**config.mk**
```make
export PLATFORM = sky130hd
export DESIGN_NAME = instr_sequencer
export DESIGN_NICKNAME = d
export VERILOG_FILES = /design/src/rtl/instr_sequencer.sv
export SDC_FILE = /design/constraint.sdc
export NUM_CORES = 1
export LEC_CHECK = 0
export ABC_AREA = 1
export CAP_MARGIN = 20
export CORE_MARGIN = 4
export CORE_UTILIZATION = 46
export CTS_BUF_LIST = sky130_fd_sc_hd__clkbuf_4 sky130_fd_sc_hd__clkbuf_8 sky130_fd_sc_hd__clkbuf_16
export CTS_CLUSTER_SIZE = 28
export DETAILED_ROUTE_END_ITERATION = 10
export GPL_TIMING_DRIVEN = 0
export MAX_ROUTING_LAYER = met4
export PLACE_DENSITY = 0.88
export SETUP_SLACK_MARGIN = 0.02
export SLEW_MARGIN = 20
export SYNTH_ARGS = -nofsm -noshare
export SYNTH_HDL_FRONTEND = slang
export SYNTH_SLANG_ARGS = --single-unit
```
**constraint.sdc**
```tcl
create_clock -name Clk -period 2.44 [get_ports Clk]
set_input_delay 0.732 -clock Clk [delete_from_list [all_inputs] [get_ports Clk]]
set_output_delay 0.732 -clock Clk [all_outputs]
set_load 0.01 [all_outputs]
```
**src/rtl/instr_sequencer.sv**
```systemverilog
// rtl/instr_sequencer.sv - fetch/decode/execute control FSM driving the PC jump unit
//
// Purpose:
//   Fetches a 20-bit instruction into the IR, decodes it and steps through
//   FETCH -> DECODE -> EXEC (-> MEM_WAIT | HALT) -> FETCH. Each instruction
//   moves the PC exactly once through a single non-zero o_CJ cycle.
//
// Ports:
//   Clk, Rst          clock (rising edge), asynchronous active-low reset
//   i_Instr[19:0]     instruction bus: OP[19:16] Rd[15:12] Rs[11:8] Imm[7:0]
//   i_Run             fetch enable, looked at only in FETCH
//   i_Resume          leave HALT, looked at only in HALT
//   i_Mem_Ack         data-memory access complete
//   o_CJ[3:0]         PC control code (0000 hold, 0001 increment, 1xxx load)
//   o_Rx_Sel[3:0]     IR Rs field: jump target / memory address register
//   o_Rd_Sel[3:0]     IR Rd field: destination / store-source register
//   o_Imm[7:0]        IR immediate field
//   o_Alu_Func[3:0]   IR Imm[3:0]
//   o_Reg_We          register write strobe
//   o_Imm_Sel         write-back source is o_Imm
//   o_Mem_Req         data-memory request
//   o_Mem_We          data-memory write qualifier
//   o_Illegal         one-cycle pulse on reserved opcode
//   o_Bus_Err         sticky memory-timeout flag
//   o_Halted          high while halted
//   o_Retired         wrapping count of completed instructions

module instr_sequencer #(
    parameter int MEM_TIMEOUT = 15,
    parameter int CNT_W       = 16
) (
    input  logic             Clk,
    input  logic             Rst,
    input  logic [19:0]      i_Instr,
    input  logic             i_Run,
    input  logic             i_Resume,
    input  logic             i_Mem_Ack,
    output logic [3:0]       o_CJ,
    output logic [3:0]       o_Rx_Sel,
    output logic [3:0]       o_Rd_Sel,
    output logic [7:0]       o_Imm,
    output logic [3:0]       o_Alu_Func,
    output logic             o_Reg_We,
    output logic             o_Imm_Sel,
    output logic             o_Mem_Req,
    output logic             o_Mem_We,
    output logic             o_Illegal,
    output logic             o_Bus_Err,
    output logic             o_Halted,
    output logic [CNT_W-1:0] o_Retired
);

    localparam int TMO_W = $clog2(MEM_TIMEOUT + 1);

    localparam logic [3:0] CJ_HOLD = 4'b0000;
    localparam logic [3:0] CJ_INC  = 4'b0001;

    localparam logic [3:0] OP_NOP  = 4'b0000;
    localparam logic [3:0] OP_ALU  = 4'b0001;
    localparam logic [3:0] OP_LDI  = 4'b0010;
    localparam logic [3:0] OP_LD   = 4'b0011;
    localparam logic [3:0] OP_STR  = 4'b0100;
    localparam logic [3:0] OP_HALT = 4'b0101;

    typedef enum logic [2:0] {
        S_FETCH    = 3'd0,
        S_DECODE   = 3'd1,
        S_EXEC     = 3'd2,
        S_MEM_WAIT = 3'd3,
        S_HALT     = 3'd4
    } state_t;

    state_t             state_q, state_d;
    logic [19:0]        ir_q, ir_d;
    logic [TMO_W-1:0]   tmo_q, tmo_d;
    logic [CNT_W-1:0]   retired_q, retired_d;
    logic               bus_err_q, bus_err_d;

    logic [3:0]         op;
    logic               op_jump;
    logic               op_reserved;
    logic               retire;
    logic [TMO_W-1:0]   tmo_inc;

    assign op          = ir_q[19:16];
    assign op_jump     = op[3];
    assign op_reserved = (op == 4'b0110) || (op == 4'b0111);
    assign tmo_inc     = tmo_q + 1'b1;

    // Operand fields come straight from the IR so the datapath sees them
    // for the whole life of the instruction.
    assign o_Rx_Sel   = ir_q[11:8];
    assign o_Rd_Sel   = ir_q[15:12];
    assign o_Imm      = ir_q[7:0];
    assign o_Alu_Func = ir_q[3:0];
    assign o_Bus_Err  = bus_err_q;
    assign o_Retired  = retired_q;

    always_ff @(posedge Clk or negedge Rst) begin
        if (!Rst) begin
            state_q   <= S_FETCH;
            ir_q      <= '0;
            tmo_q     <= '0;
            retired_q <= '0;
            bus_err_q <= 1'b0;
        end else begin
            state_q   <= state_d;
            ir_q      <= ir_d;
            tmo_q     <= tmo_d;
            retired_q <= retired_d;
            bus_err_q <= bus_err_d;
        end
    end

    // All strobes are decoded from the registered state, so an asynchronous
    // reset (state -> FETCH) removes o_Mem_Req without waiting for a clock.
    always_comb begin
        state_d    = state_q;
        ir_d       = ir_q;
        tmo_d      = tmo_q;
        bus_err_d  = bus_err_q;
        retire     = 1'b0;
        o_CJ       = CJ_HOLD;
        o_Reg_We   = 1'b0;
        o_Imm_Sel  = 1'b0;
        o_Mem_Req  = 1'b0;
        o_Mem_We   = 1'b0;
        o_Illegal  = 1'b0;
        o_Halted   = 1'b0;

        case (state_q)
            S_FETCH: begin
                if (i_Run) begin
                    ir_d    = i_Instr;
                    state_d = S_DECODE;
                end
            end

            S_DECODE: begin
                o_Illegal = op_reserved;
                state_d   = S_EXEC;
            end

            S_EXEC: begin
                state_d = S_FETCH;
                if (op_jump) begin
                    // Condition flags are evaluated by the jump unit.
                    o_CJ   = op;
                    retire = 1'b1;
                end else begin
                    case (op)
                        OP_ALU: begin
                            o_Reg_We = 1'b1;
                            o_CJ     = CJ_INC;
                            retire   = 1'b1;
                        end
                        OP_LDI: begin
                            o_Reg_We  = 1'b1;
                            o_Imm_Sel = 1'b1;
                            o_CJ      = CJ_INC;
                            retire    = 1'b1;
                        end
                        OP_LD, OP_STR: begin
                            o_Mem_Req = 1'b1;
                            o_Mem_We  = (op == OP_STR);
                            tmo_d     = '0;
                            state_d   = S_MEM_WAIT;
                        end
                        OP_HALT: begin
                            retire  = 1'b1;
                            state_d = S_HALT;
                        end
                        default: begin
                            // NOP and the reserved opcodes just step the PC.
                            o_CJ   = CJ_INC;
                            retire = 1'b1;
                        end
                    endcase
                end
            end

            S_MEM_WAIT: begin
                o_Mem_Req = 1'b1;
                o_Mem_We  = (op == OP_STR);
                tmo_d     = tmo_inc;
                // Ack is tested first so a same-cycle ack at the limit wins.
                if (i_Mem_Ack) begin
                    o_CJ     = CJ_INC;
                    o_Reg_We = (op == OP_LD);
                    retire   = 1'b1;
                    state_d  = S_FETCH;
                end else if (tmo_inc == TMO_W'(MEM_TIMEOUT)) begin
                    bus_err_d = 1'b1;
                    o_CJ      = CJ_INC;
                    retire    = 1'b1;
                    state_d   = S_FETCH;
                end
            end

            S_HALT: begin
                o_Halted = 1'b1;
                if (i_Resume) begin
                    // HALT already retired; this only moves the PC past it.
                    o_CJ    = CJ_INC;
                    state_d = S_FETCH;
                end
            end

            default: begin
                state_d = S_FETCH;
            end
        endcase

        retired_d = retired_q + CNT_W'(retire);
    end

endmodule

```
==> metrics.cfg <==
[layout]
final_cell_mix=83 x nand2_1, 59 x clkdlybuf4s50_1, 43 x dfrtp_1
regArea_um2=1100
layout_commonest_cell=nand2_1
postLayoutCoreUtil=0.690
fill_cells=381
antennaDiodeCount=0
multiInputGateArea_um2=965
layout.nets=396
syn2layout_area_growth_pct=43.8
drive_gt1_frac=0.179

[placement]
hpwlAfterDp_um=4050
place_ws_ns=-0.309
place.gp.congestion=0.863
io_buffer_count=70

[die]
core_um2=4790
initial_core_util=0.480
io_pins=72
fp.dieH_um=78.7
rows=25
die-area_um2=6190
die-width_um=78.7

[sta]
worst_pin_slew_ns=0.514
setup_slack_ns=0.0993
rsz0062_at_grt=true
slew_viol_final=0
setup_viol=0
hold_violations=0
period_share=0.959
clock_skew_ns=0.00514
max_freq_mhz=427
fin_crit_ns=2.34
slew_headroom=0.657

[clock_network]
clock_sinks=44
cts_tree=yes
clock_latency_ns=0.30
clk_path_buf_depth=2
cts_hold_buf=0
clk_pin_slew_worst_paths_ns=0.08
clock-root-buffer=clkbuf_8
cts-buffers-inserted=5
h-tree-depth=2

[logic_synthesis]
synthAdderAreaFrac=0.0218
ys_seq_area_frac=0.480
synth_area_um2=2300
dominantRegCellSynth=dfrtp_1
synth_area_leader_cell=dfrtp_1
netlist_top_cells_area=dfrtp_1 48%, nand2_1 14%, buf_4 6.9%
synth_compound_area_frac=0.0343
yosys_warnings=0
synth_top_family_by_area=simple AND/OR/NAND/NOR gates
synth-xor-area-share=0.0381
synthesis.nets=312
synthSimpleGateAreaFrac=0.295
synth_top_area_frac=0.480
synthDistinctLibCells=22
syn_inst=283
syn_avg_cell_area_um2=8.11
synth-edff-count=0
muxShareOfSynthArea=0
async_reset_ff_frac=1.00
ys_ff_latch=44

[setup_path]
critPathCaptureType=primary output
critical_path_required_ns=1.71
cp-start-kind=flop
critical_path_class=flop to primary output
arrival_ns=1.61
critPathMaxFanout=7

[grt]
antenna_found_initial=0
grt_start_max_net_pins=28
gr-total-overflow=0
grt_pass1_vias=2073
grt_use_total=0.186
grt_pass1_wl_um=8970

[drt]
drtIter0Drc=58
avgRoutedWirePerCell_um=12.1
final_antenna_net_count=0
drc=0
drt-pass1-iter-count=4
drt_wl_total_um=5260
avgViaCountPerCell=4.76
num_vias=2071

[run_status]
status=finished clean

[min_path]
hold_path.class=input pin to async pin

[power_and_ir_drop]
powerDensity_nw_per_um2=1030
power.leakage_nw=1.71
ir_drop_mv=0.653
power_mw=3.40

[run]
max_cap_viol_count=0

## critical path, cell delays in order (launching register included)
cell	delay, ns
dfrtp_1	0.38
buf_6	0.14
nor3_4	0.22
clkdlybuf4s50_1	0.57
## synth_stat cells, types with 2 or more instances
library cell and instances:
nand2_1 87, dfrtp_1 44, nand3_1 30, inv_1 29
nor2_1 28, buf_4 21, xor2_1 8, o21ai_0 6
ha_1 4, nor3_1 4, a21oi_2 3, nand3b_1 3
nand4_1 3, buf_6 2, clkbuf_1 2, o31ai_1 2
xnor2_1 2
## state kept, by name, summed over array words and instances, names as in the netlist
| register | flops |
|---|---|
| state_q | 3 |
| o_Bus_Err | 1 |
| tmo_q | 4 |
| ir_q | 20 |
| o_Retired | 16 |
## through the flow
| stage | instances | hold WS, ns | cell area, um^2 | TNS [ns] |
|---|---|---|---|---|
| finish | 435 | 0.364 | 3300 | 0 |
| global route | 435 | 0.389 | 3300 | 0 |
| global placement | 420 | 0.455 | 3080 | -25.89 |
| CTS | 435 | 0.376 | 3250 | 0 |
| detailed placement | 421 | 0.461 | 3100 | -1.76 |
| floorplan | 283 | 0.436 | 2300 | 0 |
## power by group
part	leakage (nW)	switching, mW	internal, mW
sequential	0.538	0.216	0.981
combinational	1.12	0.791	0.922
clock	0.0523	0.235	0.253
total	1.71	1.24	2.16
## cell families (layout without fill, tap and decap cells)
kind of cell,Yosys count,count (layout)
AOI/OAI and AO/OA,12,12
and+or+nand+nor,158,158
buffers and inverters,55,140
xor gates and xnor gates,10,10
adders and majority gates,4,4
DFF,44,44
## cell type report
cell class,instances,area share
Tap cell,67,0.0254
Inverter,29,0.0330
Sequential cell,44,0.334
Multi-Input combinational cell,184,0.292
Timing Repair Buffer,77,0.227
Buffer,26,0.0584
Clock buffer,8,0.0296
## per-layer routing
layer	up-vias	track usage	routed length [um]
met5	-	-	0
met2	59	0.323	2690
li1	1036	-	-
met4	0	0.0559	59
met3	5	0.0573	357
met1	971	0.205	2160
## what timing repair did
action	CTS	global route
setup buffers	6	0
endpoints found under the setup margin	10	13
hold endpoints to repair	0	0
pin swaps	0	6
gates resized for setup	16	24
## final timing paths
path                            start       endpoint  slack (ns)  cells after the start
setup reg to reg             tmo_q[0]  o_Retired[10]        0.27                     16
hold / removal                    Rst        ir_q[0]        0.36                      1
min in group Clk             ir_q[13]       ir_q[13]        0.48                      2
hold reg to reg              ir_q[13]       ir_q[13]        0.48                      2
max in group asynchronous         Rst     state_q[1]        1.57                      2
setup / recovery           state_q[0]       o_Halted         0.1                      3
No activity file was read; power rests on OpenSTA's default activity.
